`src/rtl/load_store_unit.sv`:
```
// -----------------------------------------------------------------------------
// load_store_unit
//   Memory-stage load/store engine for the RV32I core. Converts MemRead /
//   MemWrite + funct3 + ALU address into a single word-aligned req/ack bus
//   transaction with byte enables and lane-replicated store data. Load data is
//   aligned and sign/zero-extended into a registered Read_data. The pipeline is
//   stalled until the access completes. A WAIT-state timeout aborts accesses
//   to dead bus slaves.
//
//   Optional feature macro: MISALIGN_TRAP_EN
//     defined   : misaligned H/HU/SH/W/SW accesses issue no bus request; the
//                 unit goes straight to DONE with a misalign pulse.
//     undefined : misalign is tied 0; low address bits below natural
//                 alignment are ignored.
//
// Ports
//   clk, rst_n            core clock (rising edge), async active-low reset
//   MemRead, MemWrite     access request from the memory stage (write wins)
//   funct3                000 B, 001 H, 010 W, 100 BU, 101 HU
//   Address, Write_data   ALU byte address, store data (rs2)
//   Read_data             aligned/extended load result (registered)
//   stall                 hold pipeline while high (combinational)
//   bus_error, misalign   one-cycle pulses in DONE
//   mem_req/we/addr/be/wdata  bus request, held stable until mem_ack
//   mem_rdata, mem_ack    bus response
// -----------------------------------------------------------------------------
module load_store_unit #(
  parameter int TIMEOUT_CYCLES = 16
) (
  input  logic        clk,
  input  logic        rst_n,
  input  logic        MemRead,
  input  logic        MemWrite,
  input  logic [2:0]  funct3,
  input  logic [31:0] Address,
  input  logic [31:0] Write_data,
  output logic [31:0] Read_data,
  output logic        stall,
  output logic        bus_error,
  output logic        misalign,
  output logic        mem_req,
  output logic        mem_we,
  output logic [31:0] mem_addr,
  output logic [3:0]  mem_be,
  output logic [31:0] mem_wdata,
  input  logic [31:0] mem_rdata,
  input  logic        mem_ack
);

  localparam int CNT_W = (TIMEOUT_CYCLES > 2) ? $clog2(TIMEOUT_CYCLES) : 1;
  localparam logic [CNT_W-1:0] CNT_LAST = CNT_W'(TIMEOUT_CYCLES - 1);

  typedef enum logic [1:0] {IDLE, WAIT, DONE} state_t;

  state_t           state_q, state_d;
  logic [CNT_W-1:0] cnt_q, cnt_d;
  logic             mem_req_q, mem_req_d;
  logic             mem_we_q, mem_we_d;
  logic [31:0]      mem_addr_q, mem_addr_d;
  logic [3:0]       mem_be_q, mem_be_d;
  logic [31:0]      mem_wdata_q, mem_wdata_d;
  logic [2:0]       funct3_q, funct3_d;
  logic [1:0]       lane_q, lane_d;
  logic [31:0]      read_data_q, read_data_d;
  logic             bus_error_q, bus_error_d;
  logic             misalign_q, misalign_d;

  function automatic logic [3:0] store_be(input logic [2:0] f3, input logic [1:0] a);
    case (f3)
      3'b000:  store_be = 4'b0001 << a;
      3'b001:  store_be = a[1] ? 4'b1100 : 4'b0011;
      default: store_be = 4'b1111;
    endcase
  endfunction

  function automatic logic [31:0] store_wdata(input logic [2:0] f3, input logic [31:0] wd);
    case (f3)
      3'b000:  store_wdata = {4{wd[7:0]}};
      3'b001:  store_wdata = {2{wd[15:0]}};
      default: store_wdata = wd;
    endcase
  endfunction

  function automatic logic [31:0] load_format(input logic [2:0] f3, input logic [1:0] a,
                                              input logic [31:0] r);
    logic [7:0]  b;
    logic [15:0] h;
    b = r[{a, 3'b000} +: 8];
    h = r[{a[1], 4'b0000} +: 16];
    case (f3)
      3'b000:  load_format = {{24{b[7]}}, b};
      3'b100:  load_format = {24'd0, b};
      3'b001:  load_format = {{16{h[15]}}, h};
      3'b101:  load_format = {16'd0, h};
      default: load_format = r;  // W and undefined encodings pass the word
    endcase
  endfunction

`ifdef MISALIGN_TRAP_EN
  function automatic logic is_misaligned(input logic [2:0] f3, input logic [1:0] a);
    case (f3)
      3'b001, 3'b101: is_misaligned = a[0];
      3'b010:         is_misaligned = (a != 2'b00);
      default:        is_misaligned = 1'b0;
    endcase
  endfunction
`endif

  always_comb begin
    state_d     = state_q;
    cnt_d       = cnt_q;
    mem_req_d   = mem_req_q;
    mem_we_d    = mem_we_q;
    mem_addr_d  = mem_addr_q;
    mem_be_d    = mem_be_q;
    mem_wdata_d = mem_wdata_q;
    funct3_d    = funct3_q;
    lane_d      = lane_q;
    read_data_d = read_data_q;
    bus_error_d = 1'b0;
    misalign_d  = 1'b0;

    case (state_q)
      IDLE: begin
        if (MemRead || MemWrite) begin
`ifdef MISALIGN_TRAP_EN
          if (is_misaligned(funct3, Address[1:0])) begin
            misalign_d  = 1'b1;
            read_data_d = '0;
            state_d     = DONE;
          end else begin
`else
          begin
`endif
            mem_req_d   = 1'b1;
            mem_we_d    = MemWrite;
            mem_addr_d  = {Address[31:2], 2'b00};
            mem_be_d    = MemWrite ? store_be(funct3, Address[1:0]) : 4'b1111;
            mem_wdata_d = MemWrite ? store_wdata(funct3, Write_data) : '0;
            funct3_d    = funct3;
            lane_d      = Address[1:0];
            cnt_d       = '0;
            state_d     = WAIT;
          end
        end
      end
      WAIT: begin
        // Ack takes priority over the timeout in the final counted cycle.
        if (mem_ack) begin
          mem_req_d = 1'b0;
          if (!mem_we_q) read_data_d = load_format(funct3_q, lane_q, mem_rdata);
          state_d = DONE;
        end else if (cnt_q == CNT_LAST) begin
          mem_req_d   = 1'b0;
          read_data_d = '0;
          bus_error_d = 1'b1;
          state_d     = DONE;
        end else begin
          cnt_d = cnt_q + CNT_W'(1);
        end
      end
      DONE:    state_d = IDLE;
      default: state_d = IDLE;
    endcase
  end

  always_ff @(posedge clk or negedge rst_n) begin
    if (!rst_n) begin
      state_q     <= IDLE;
      cnt_q       <= '0;
      mem_req_q   <= 1'b0;
      mem_we_q    <= 1'b0;
      mem_addr_q  <= '0;
      mem_be_q    <= '0;
      mem_wdata_q <= '0;
      funct3_q    <= '0;
      lane_q      <= '0;
      read_data_q <= '0;
      bus_error_q <= 1'b0;
      misalign_q  <= 1'b0;
    end else begin
      state_q     <= state_d;
      cnt_q       <= cnt_d;
      mem_req_q   <= mem_req_d;
      mem_we_q    <= mem_we_d;
      mem_addr_q  <= mem_addr_d;
      mem_be_q    <= mem_be_d;
      mem_wdata_q <= mem_wdata_d;
      funct3_q    <= funct3_d;
      lane_q      <= lane_d;
      read_data_q <= read_data_d;
      bus_error_q <= bus_error_d;
      misalign_q  <= misalign_d;
    end
  end

  // Gated by rst_n so stall drops the moment reset asserts, even if the
  // pipeline is still presenting the access.
  assign stall = rst_n & (((state_q == IDLE) & (MemRead | MemWrite)) | (state_q == WAIT));

  assign Read_data = read_data_q;
  assign bus_error = bus_error_q;
  assign misalign  = misalign_q;
  assign mem_req   = mem_req_q;
  assign mem_we    = mem_we_q;
  assign mem_addr  = mem_addr_q;
  assign mem_be    = mem_be_q;
  assign mem_wdata = mem_wdata_q;

endmodule

```
`config.mk`:
```
export PLATFORM = sky130hd
export DESIGN_NAME = load_store_unit
export DESIGN_NICKNAME = d
export VERILOG_FILES = /design/src/rtl/load_store_unit.sv
export SDC_FILE = /design/constraint.sdc
export NUM_CORES = 1
export LEC_CHECK = 0
export BUFFER_PORTS_ARGS = -buffer_cell sky130_fd_sc_hd__buf_2
export CAP_MARGIN = 20
export CORE_AREA = 8 8 114 116
export DETAILED_ROUTE_END_ITERATION = 10
export DIE_AREA = 0 0 122 124
export MAX_ROUTING_LAYER = met4
export PLACE_DENSITY = 0.78
export SYNTH_ARGS = -nofsm -noshare
export SYNTH_HDL_FRONTEND = slang
export SYNTH_SLANG_ARGS = --single-unit
```
`constraint.sdc`:
```
create_clock -name clk -period 4.98 [get_ports clk]
set_clock_uncertainty 0.15 [all_clocks]
set_input_delay 0.498 -clock clk [delete_from_list [all_inputs] [get_ports clk]]
set_output_delay 0.498 -clock clk [all_outputs]
set_load 0.005 [all_outputs]
```
# Word level (Yosys, flattened, before mapping)
# Index checks and enable logic that the tools add are counted.
[op_classes]
eq_ne = 11
mux = 24
n_addsub = 1
reduce_logical = 11
n_shift = 3
n_bitwise = 4
[op_table]
columns = ["op", "count"]
rows = [
  ["32-bit 2-to-1 mux", 4],
  ["32-bit one-hot mux with 4 select lines", 1],
  ["32-bit one-hot mux with 2 select lines", 1],
  ["32-bit by 6-bit indexed part select with 16-bit output", 1],
  ["32-bit by 6-bit indexed part select with 8-bit output", 1],
  ["4-bit 2-to-1 mux", 5],
  ["4-bit one-hot mux with 2 select lines", 2],
  ["2-bit != test (second input constant)", 4],
  ["3-bit by 1-bit equality test with 1-bit output (second input constant)", 2],
  ["3-bit equality test (second input constant)", 2],
  ["3-bit zero test", 2],
  ["1-bit 2-to-1 mux", 6],
  ["2-bit 2-to-1 mux", 3],
  ["3-bit AND reduction", 2],
  ["4-bit by 1-bit adder with 4-bit output (second input constant)", 1],
  ["4-bit equality test (second input constant)", 1],
  ["2-bit one-hot mux with 2 select lines", 1],
  ["2-bit AND reduction", 2],
  ["4-bit AND reduction", 1],
  ["2-bit nonzero test", 2],
  ["1-bit by 2-bit left shift with 4-bit output (first input constant)", 1],
  ["3-bit != test (second input constant)", 1],
  ["1-bit AND", 2],
  ["2-bit by 1-bit equality test with 1-bit output (second input constant)", 1],
  ["other kinds (4)", 5],
]
[word_totals]
elab_cells = 65
reg_bits = 112

# Depth between registers and ports, before layout
# Gate-level depths: netlist (run 1).
[logic_depth]
ltp_word = 4
mapped_depth = 6
ltp_nobuf = 5

# Least setup slack after synthesis (run 1)
# OpenSTA, ideal clock, no wires.
[synth_timing]
path_kind = "input -> output"
from = "input MemWrite"
to = "output stall"
setup_slack_ns = 3.145
stages = 3
n_path_buf = 1
required_ns = 4.332
arrival_ns = 1.187
path_cell_list = "o21ai_1 clkbuf_1 a21boi_0"
[synth_via]
elab_chain_len = 4
[synth_lines]
columns = ["item", "line", "text"]
rows = [
  ["start: declaration", "33", "input logic MemWrite,"],
  ["1-bit OR", "199", "assign stall = rst_n & (((state_q == IDLE) & (MemRead | MemWrite)) | (state_q == WAIT));"],
  ["1-bit AND", "199", ""],
  ["1-bit OR", "199", ""],
  ["1-bit AND", "199", ""],
  ["end: declaration", "38", "output logic stall,"],
]
# No other way between the ends.

# Worst setup path in the final report (run 1)
[layout_timing]
from = "register state_q[1]"
to = "register read_data_q[21], in the netlist Read_data[21]"
[layout_via]
elab_chain_len = 2
[layout_lines]
columns = ["item", "line", "text"]
rows = [
  ["start: declaration", "55", "state_t state_q, state_d;"],
  ["start signal: assignment", "182", "state_q <= state_d;"],
  ["2-bit by 1-bit equality test with 1-bit output", "123", "case (state_q)"],
  ["3-bit AND reduction (no line)", "--", ""],
  ["end signal: assignment", "191", "read_data_q <= read_data_d;"],
  ["end: declaration", "64", "logic [31:0] read_data_q, read_data_d;"],
]
# No other way between the ends.
# A chain may end at the register's enable or synchronous reset.

==> results of run 1 <==
-- through the flow --
step | setup slack (ns) | cells
floorplan | 3.14 | 517
global placement | 2.54 | 834
detailed placement | 2.46 | 834
CTS | 2.55 | 848
global route | 2.37 | 851
finish | 2.57 | 851
-- metal layers --
layer  track usage, %  up-vias  part of all wire (%)
met1             24.2     2163                    42
met3             4.99       26                   8.7
met5                -        -                     0
li1                 -     2158                     -
met2             31.0      210                    47
met4             8.64        0                   2.2
-- kinds of logic (layout without fill, tap and decap cells) --
| group | Yosys count | in the layout | synth area share (%) |
|---|---|---|---|
| fa+ha+maj | 1 | 1 | 0.245 |
| xor+xnor | 2 | 2 | 0.343 |
| mux | 37 | 37 | 8.12 |
| other cells | 1 | 5 | 0.0733 |
| compound gates | 126 | 126 | 16.6 |
| buf+inv | 41 | 230 | 3.84 |
| simple gates | 195 | 195 | 16.0 |
| flops | 112 | 112 | 54.8 |
-- worst max-delay path, stage by stage, from the launching register on --
cell and delay (ns):
dfrtp_1 0.41, nand2b_1 0.20, nor3b_2 0.62, nor4b_4 0.76, a221o_1 0.21
-- flip-flops by register name, summed over array words and instances (netlist names) --
register / flops
bus_error: 1
state_q: 2
cnt_q: 4
lane_q: 2
mem_wdata: 32
Read_data: 32
mem_addr: 30
mem_we: 1
mem_req: 1
funct3_q: 3
mem_be: 4
-- cell usage after synthesis, types with 3 or more instances --
master	number	area share, %
a21boi_1	7	1.0
a21oi_1	5	0.49
a221o_1	16	3.1
a22o_1	11	1.9
buf_2	12	1.2
buf_4	3	0.44
clkbuf_1	16	1.2
dfrtp_1	112	55
inv_1	6	0.44
mux2_2	8	1.8
mux2i_1	25	4.9
nand2_1	152	11
nand2b_1	4	0.49
nand3_1	6	0.59
nor2_1	14	1.0
nor3_1	7	0.69
o21ai_0	55	5.4
o21ai_1	10	0.98
o22a_1	7	1.2
o41ai_1	5	0.86
-- final cells by class --
cell class / instances / area, um2
clock inverter: 5 / 83.8
clock buffer: 9 / 225
antenna: 2 / 5.00
inverter: 6 / 22.5
timing repair buffer: 210 / 1070
fill: 968 / 4650
sequential: 112 / 2800
multi-input combinational: 364 / 2130
tap: 143 / 179
-- power by group --
| part | switching (mW) | internal, mW |
|---|---|---|
| Combinational | 0.795 | 0.660 |
| Sequential | 0.276 | 1.30 |
| Clock | 0.322 | 0.437 |
| Total | 1.39 | 2.39 |
-- path summary, 6_finish.rpt --
path                                                   to  slack, ns  depth (start not counted)
worst max-delay path            Read_data[21]$_DFFE_PN0P_       2.57                          4
worst min-delay path            Read_data[19]$_DFFE_PN0P_       0.04                          1
worst max register to register  Read_data[21]$_DFFE_PN0P_       2.57                          4
worst min register to register   mem_addr[13]$_DFFE_PN0P_       0.32                          2
max in group asynchronous        mem_wdata[4]$_DFFE_PN0P_       3.38                          2
min in group clk                 mem_addr[27]$_DFFE_PN0P_       0.19                          3
==> metrics.md, run 1 <==
| Metric | Value |
|---|---|
| Status | completed |
| Antenna violations before repair | 2 |
| H-tree depth | 3 |
| Min-delay worst type | in2async |
| Gr usage total | 19.9% |
| Die area | 15100 um2 |
| Design Power | 3.79 mW |
| NumNets Final | 808 |
| DR iter-0 viols | 408 |
| Number of synthesized flops with an enable pin | 0 |
| VDD IR max | 0.000273 V |
| Total wire length | 14.9 mm |
| Slew margin rel. | 43.2% |
| I/O pins | 209 |
| Post-Syn Instances | 515 |
| Async SR Flop Fraction | 100% |
| CP max FO | 16 |
| Setup CP Type | reg2reg |
| Drt first pass iters | 4 |
| Gpl congestion | 0.844 |
| Final hold slack | 0.0417 ns |
| Post-Syn Area | 5110 um2 |
| Max cap viols | 0 |
| Commonest non-fill, non-tap cell in the layout | buf_2 |
| Mean Syn Cell Area | 9.93 um2 |
| Achievable Freq | 415 MHz |
| First-pass GRT wire length | 23.2 mm |
| Fin area | 6530 um2 |
| Setup tns final | 0 ns |
| Pleak | 3.39 nW |
| Core Area | 11200 um2 |
| Crit path time final | 2.41 ns |
| WL per Instance | 17.5 um |
| CTS tree | done |
| Fin. Hold Viols | 0 |
| WP data arrival | 2.54 ns |
| Cell row count | 39 |
| Ys flop type | dfrtp_1 |
| Finished Core Util | 58.4% |
| Total power divided by cell area | 580 nW/um2 |
| TritonCTS Buffers | 9 |
| Clock sinks | 112 |
| Layout Area Growth over Synthesis | 27.6% |
| Crit start category | flip-flop |
| Critical Path RT | 5.10 ns |
| Total grt overflow | 0 |
| Vias | 4557 |
| DRT antenna net count | 0 |
| Clock buffer depth | 2 |
| Vias per std cell | 5.35 |
| Input/output buffers | 205 |
| Setup bufs post-CTS | 0 |
| Clock-pin slew on the worst setup and hold paths | 0.07 ns |
| Die W | 122 um |
| Worst setup EP type | flip-flop |
| Clk_lat worst skew | 0.34 ns |
| Root buf cell | clkbuf_16 |
| Post-CTS sizing | 0 |
| Share of layout cells above drive strength 1 | 34.6% |
| RSZ-0062 raised after global routing | no |
| Commonest non-fill, non-tap cells in the layout | buf_2 (204), nand2_1 (152), dfrtp_1 (112) |
| Synth Warn # | 0 |
| Seq/Total Area, Yosys | 54.8% |
| Worst-Margin Slew | 0.847 ns |
| DP HPWL | 11.3 mm |
| Vias in the first global route | 4707 |
| Initial Util | 45.8% |
| Synth cell types | 44 |
| DIE HEIGHT | 124 um |
| Cts hold-fix bufs | 0 |
| Max-slew violations | 0 |
| # setup viols final | 0 |
| DRC viols | 0 |
| CP startpoint | state_q[1]$_DFFE_PN0P_ |
| Placed instance area | 6200 um2 |
| Final Cycle Share | 48.4% |
| Worst r2r src | state_q[1]$_DFFE_PN0P_ |
| Synthesized flop and latch total | 112 |
| Pin count of the biggest net entering global routing | 69 |
(Power assumes the default switching activity.)
==> run 2: changes to the inputs <==
CORE_AREA = 8 8 117 119   (was 8 8 114 116)
DIE_AREA = 0 0 125 127   (was 0 0 122 124)
PLACE_DENSITY = 0.77   (was 0.78)
clock period = 2.2 ns   (was 4.98 ns; I/O delays follow)
==> run 2 against run 1 <==
Sequential cell count is the same. Clock power rose to 2.5 times the previous value. Via count increased by 9.7%. Cell count rose by 8.2%. Highest routed layer unchanged. Largest power group is now combinational logic. Die area rose by 4.9%. Sequential share of layout area decreased by 4.2 points. First-iteration DRC count is 5.4% lower. Utilization grew 2.8 points. Power is 140% higher. Critical path type is now reg2out. Largest cell class unchanged.
==> metrics.md, run 2 (synthesis results as in run 1) <==
| Metric | Value |
|---|---|
| Crit start category | flip-flop |
| Final Cycle Share | 93.8% |
| CP peak stage delay | 0.41 ns (-0.35 ns) |
| Commonest non-fill, non-tap cell in the layout | buf_2 |
| Drt first pass iters | 5 (+1) |
| Worst path slowest cell | dfrtp_1 |
| # setup viols final | 0 (unchanged) |
| DP HPWL | 11.7 mm (+3.5%) |
| TritonCTS Buffers | 9 (unchanged) |
| Core Area | 11800 um2 (+5.7%) |
| PnR worst setup slack | 0.135 ns (-2.43 ns) |
| Cell row count | 40 (+2.6%) |
| Critical Path RT | 1.83 ns (-3.27 ns) |
| H-tree depth | 3 (unchanged) |
| Vias | 4999 (+9.7%) |
| Finished Core Util | 61.2% (+2.8 points) |
| Clock-pin slew on the worst setup and hold paths | 0.07 ns (about the same) |
| Total power divided by cell area | 1260 nW/um2 (+120%) |
| Crit path time final | 2.06 ns |
| RSZ-0062 raised after global routing | no |
| Commonest non-fill, non-tap cells in the layout | buf_2 (204), nand2_1 (152), dfrtp_1 (112) |
| FF/Latch Area | 2800 um2 (unchanged) |
| I/O pins | 209 (unchanged) |
| Die area | 15900 um2 (+4.9%) |
| Layout fillers | 964 (-0.41%) |
| Setup bufs post-CTS | 0 (unchanged) |
| Vias in the first global route | 5330 (+13%) |
| First-pass GRT wire length | 27.0 mm (+16%) |
| Setup tns final | 0 ns (unchanged) |
| Initial Util | 43.3% (-2.5 points) |
| VDD IR max | 0.000721 V (+160%) |
| Pin count of the biggest net entering global routing | 113 (+64%) |
| Setup WS pre-CTS | 0.285 ns (-2.17 ns) |
| Max-slew violations | 0 (unchanged) |
| Total grt overflow | 0 (unchanged) |
| Clk_lat worst skew | 0.35 ns (about the same) |
| Clock buffer depth | 2 (unchanged) |
| Clock sinks | 112 (unchanged) |
| WL per Instance | 18.2 um (+4.2%) |
| Gr usage total | 21.6% (+1.7 points) |
| Fin. Hold Viols | 0 (unchanged) |
| Max cap viols | 0 (unchanged) |
| Antenna violations before repair | 0 (-2) |
| DRC viols | 0 (unchanged) |
| CTS tree | done |
| Multi-input logic area | 2140 um2 (+0.12%) |
| Total wire length | 16.8 mm (+13%) |
| DRT antenna net count | 0 (unchanged) |
| Vias per std cell | 5.43 (+1.4%) |
| Layout Area Growth over Synthesis | 41.3% |
| Placed insts | 849 (+1.8%) |
| Share of layout cells above drive strength 1 | 33.2% (-1.4 points) |
| Setup CP Type | reg2out |
| Gpl congestion | 0.860 (+1.9%) |
| Worst path cell trace | nor2_2 -> o21ai_4 -> a21boi_0 -> buf_2 |
| Fin cells | 921 (+8.2%) |
| Input/output buffers | 205 (unchanged) |
| DR iter-0 viols | 386 (-5.4%) |
| ANT cells | 0 (-2) |
| DIE HEIGHT | 127 um (+2.4%) |
| Pleak | 3.71 nW (+9.4%) |
| Achievable Freq | 484 MHz |
| Worst-Margin Slew | 0.628 ns (-0.220 ns) |
| NumNets Final | 874 (+8.2%) |
| CP max FO | 21 (+5) |
| Slew margin rel. | 58.0% (+15 points) |
| Root buf cell | clkbuf_16 |
| Worst setup EP type | output pin |
| Status | completed |
| Min-delay worst type | in2reg |
| Final hold slack | 0.0127 ns (-0.0290 ns) |
| WP data arrival | 1.69 ns (-0.85 ns) |
| Die W | 125 um (+2.5%) |
[run 2: cell types whose count changed in the layout (fill, tap and decap cells not counted), moves of 2 or more]
cell and delta:
diode_2 -2, dlygate4sd3_1 +56, buf_12 +2, buf_4 +9
[run 2: metal layers]
metal | routed length, um | GRT usage (%)
met5 | 0 | -
met4 | 391 | 9.46
met3 | 1370 | 6.11
met2 | 7930 | 34.7
met1 | 7070 | 24.9
[run 2: worst paths after layout]
path	endpoint	slack, ns	depth (start not counted)	from
max	stall	0.14	4	state_q[0]$_DFFE_PN0P_
min	funct3_q[1]$_DFFE_PN0P_	0.01	3	funct3[1]
max reg2reg	Read_data[30]$_DFFE_PN0P_	0.23	4	state_q[1]$_DFFE_PN0P_
min reg2reg	mem_addr[26]$_DFFE_PN0P_	0.33	2	mem_addr[26]$_DFFE_PN0P_
max in group asynchronous	mem_addr[31]$_DFFE_PN0P_	1.05	3	rst_n
min in group asynchronous	Read_data[1]$_DFFE_PN0P_	0.41	3	rst_n
[run 2: metrics by stage]
stage | instance area, um2 | total power [mW]
detailed placement | 6310 | 7.09
global route | 7230 | 9.70
global placement | 6310 | 6.94
finish | 7230 | 9.08
CTS | 7230 | 9.11
floorplan | 5120 | 5.43
[run 2: final cells by class]
| type | instances | area share, % |
|---|---|---|
| well taps | 147 | 2.55 |
| flip-flops and latches | 112 | 38.8 |
| clock buffers | 10 | 3.31 |
| inverters | 6 | 0.312 |
| clock inverters | 6 | 1.59 |
| multi-input cells | 364 | 29.6 |
| repair buffers | 276 | 23.9 |
[run 2: where the power goes]
part / internal [mW] / switching, mW / total, mW
Clock: 1.15 / 0.770 / 1.92
Combinational: 1.66 / 1.98 / 3.63
Sequential: 2.94 / 0.586 / 3.52
Total: 5.75 / 3.33 / 9.08
[run 2: timing repair]
action | 4_1_cts | 5_1_grt
setup endpoints to repair | 1 | 0
endpoints found under the hold margin | 167 | 0
gates resized for setup | 1 | 0
hold buffers | 56 | 0
[run 2: critical path, delay by kind of cell (launching register included)]
family	cells	cell delay, ns
AO/OA/AOI/OAI	2	0.48
buffers and inverters	1	0.18
flip-flops	1	0.41
AND/OR/NAND/NOR	1	0.27
==> run 3: changes to the inputs <==
CORE_AREA = 2 2 111 113   (was 8 8 117 119)
DIE_AREA = 0 0 113 115   (was 0 0 125 127)
==> run 3 against run 2 <==
Maximum frequency grew 2.2%. Sequential share of layout area grew 0.35 points. The flow now finishes with violations (design-rule violations). Hold slack gained 0.0042 ns. Non-clock buffer count grew 3. Sequential cell count is the same.
==> metrics.md, run 3 (synthesis results as in run 1) <==
| Metric | Value |
|---|---|
| Vias per std cell | 5.18 (-4.6%) |
| DP HPWL | 10.2 mm (-13%) |
| Clock-pin slew on the worst setup and hold paths | 0.07 ns (about the same) |
| Vias | 4786 (-4.3%) |
| Core Area | 11800 um2 (unchanged) |
| WL per Instance | 16.3 um (-10%) |
| First-pass GRT wire length | 24.0 mm (-11%) |
| GRT met2 Usage | 40.5% (+5.8 points) |
| Clock buffer depth | 2 (unchanged) |
| Layout Area Growth over Synthesis | 40.1% |
| Critical Path RT | 1.83 ns (about the same) |
| Initial Util | 43.3% (unchanged) |
| Violated checks | design-rule violations |
| # setup viols final | 0 (unchanged) |
| Die area | 13000 um2 (-18%) |
| Setup CP Type | reg2out |
| Clock sinks | 112 (unchanged) |
| Vias in the first global route | 4883 (-8.4%) |
| Achievable Freq | 495 MHz (+2.2%) |
| Multi-input logic area | 2140 um2 (unchanged) |
| CTS tree | done |
| DR iter-0 viols | 338 (-12%) |
| Total grt overflow | 0 (unchanged) |
| Worst r2r src | state_q[1]$_DFFE_PN0P_ |
| Crit start category | flip-flop |
| Layout fillers | 974 (+1.0%) |
| TritonCTS Buffers | 9 (unchanged) |
| Input/output buffers | 205 (unchanged) |
| Pleak | 3.68 nW (-0.63%) |
| Commonest non-fill, non-tap cell in the layout | buf_2 |
| VDD IR max | 0.000735 V (+2.0%) |
| Worst-Margin Slew | 0.591 ns (-0.0365 ns) |
| Share of layout cells above drive strength 1 | 33.2% (+0.043 points) |
| Antenna violations before repair | 1 (+1) |
| CP startpoint | state_q[0]$_DFFE_PN0P_ |
| Gr usage total | 24.2% (+2.7 points) |
| Min-delay worst type | in2reg |
| Status | finished, violations left |
| DRT antenna net count | 0 (unchanged) |
| PnR worst setup slack | 0.180 ns (+0.0442 ns) |
| DRC viols | 15 (+15) |
| RSZ-0062 raised after global routing | no |
| Final Cycle Share | 91.8% (-2.0 points) |
| WP data arrival | 1.65 ns (-0.04 ns) |
| Pin count of the biggest net entering global routing | 113 (unchanged) |
| Setup tns final | 0 ns (unchanged) |
| Total wire length | 15.1 mm (-9.9%) |
| GR Util met3 | 4.74% (-1.4 points) |
| NumNets Final | 877 (+0.34%) |
| Setup WS pre-CTS | 0.136 ns (-0.150 ns) |
| Cell row count | 40 (unchanged) |
| Max-slew violations | 0 (unchanged) |
| Total power divided by cell area | 1200 nW/um2 (-4.8%) |
| Clk_lat worst skew | 0.35 ns (about the same) |
| Gpl congestion | 0.908 (+5.6%) |
| Fin. Hold Viols | 0 (unchanged) |
| H-tree depth | 3 (unchanged) |
| Die W | 113 um (-9.6%) |
| Drt first pass iters | 8 (+3) |
| CP max FO | 17 (-19%) |
| Slew margin rel. | 60.6% (+2.6 points) |
| Design Power | 8.57 mW (-5.6%) |
| DIE HEIGHT | 115 um (-9.4%) |
| FF/Latch Area | 2800 um2 (unchanged) |
| Worst setup EP type | output pin |
| Root buf cell | clkbuf_16 |
| Crit path time final | 2.02 ns (-0.0442 ns) |
| I/O pins | 209 (unchanged) |
| Worst hold path startpoint | Write_data[20] |
| Commonest non-fill, non-tap cells in the layout | buf_2 (204), nand2_1 (152), dfrtp_1 (112) |
| Max cap viols | 0 (unchanged) |
| Most Crowded Layer GR | met2 |
| Met1 Use GR | 28.8% (+3.9 points) |
-- run 3: cell count changes in the layout (fill, tap and decap cells not counted) --
cell,change
clkbuf_8,-1
diode_2,+1
inv_6,-1
clkinv_2,+4
clkinv_4,+1
bufinv_16,-3
buf_4,+2
clkinvlp_4,-1
dlygate4sd3_1,+1
-- run 3: area by class of cell --
| cell class | count | share of cell area (%) |
|---|---|---|
| well taps | 147 | 2.57 |
| diodes | 1 | 0.0349 |
| clock buffers | 9 | 3.14 |
| flip-flops and latches | 112 | 39.1 |
| inverters | 6 | 0.314 |
| clock inverters | 6 | 0.524 |
| repair buffers | 279 | 24.5 |
| multi-input cells | 364 | 29.8 |
-- run 3: timing repair --
item / in CTS / in global routing
hold buffers: 56 / 1
buffers inserted: 0 / 1
resized for setup: 1 / 0
hold endpoints to repair: 167 / 1
setup endpoints to repair: 1 / 16
-- run 3: final timing paths --
path / to / slack (ns) / depth (start not counted)
max: stall / 0.18 / 4
min: mem_wdata[20]$_DFFE_PN0P_ / 0.02 / 3
max reg2reg: Read_data[29]$_DFFE_PN0P_ / 0.26 / 4
min reg2reg: mem_addr[25]$_DFFE_PN0P_ / 0.32 / 2
max in group asynchronous: mem_wdata[16]$_DFFE_PN0P_ / 1.06 / 3
min in group asynchronous: Read_data[5]$_DFFE_PN0P_ / 0.40 / 3
-- run 3: worst max-delay path, cell delays in order (launching register included) --
cell and delay, ns:
dfrtp_1 0.41, nor2_2 0.27, o21ai_4 0.22, a21boi_0 0.23
buf_2 0.16
-- run 3: power by group --
part	total (mW)	switching (mW)	leakage (nW)	internal (mW)
logic	3.55	1.90	2.14	1.66
clock network	1.50	0.742	0.135	0.759
registers	3.51	0.574	1.41	2.94
total	8.57	3.21	3.68	5.35
-- run 3: metrics by stage --
step | utilization [%] | std cells | instance area [um2] | hold WS (ns)
finish | 60.6 | 924 | 7160 | 0.0169
global route | 60.6 | 924 | 7160 | 0.0196
CTS | 60.4 | 921 | 7130 | 0.00244
detailed placement | 53.4 | 850 | 6300 | 0.226
global placement | 53.4 | 850 | 6300 | 0.220
floorplan | - | 517 | 5120 | -0.226
-- run 3: metal layers --
layer | part of all wire [%] | wire length, um
met1 | 42 | 6300
met2 | 49 | 7420
met3 | 6.8 | 1030
met4 | 2.3 | 344
met5 | 0 | 0
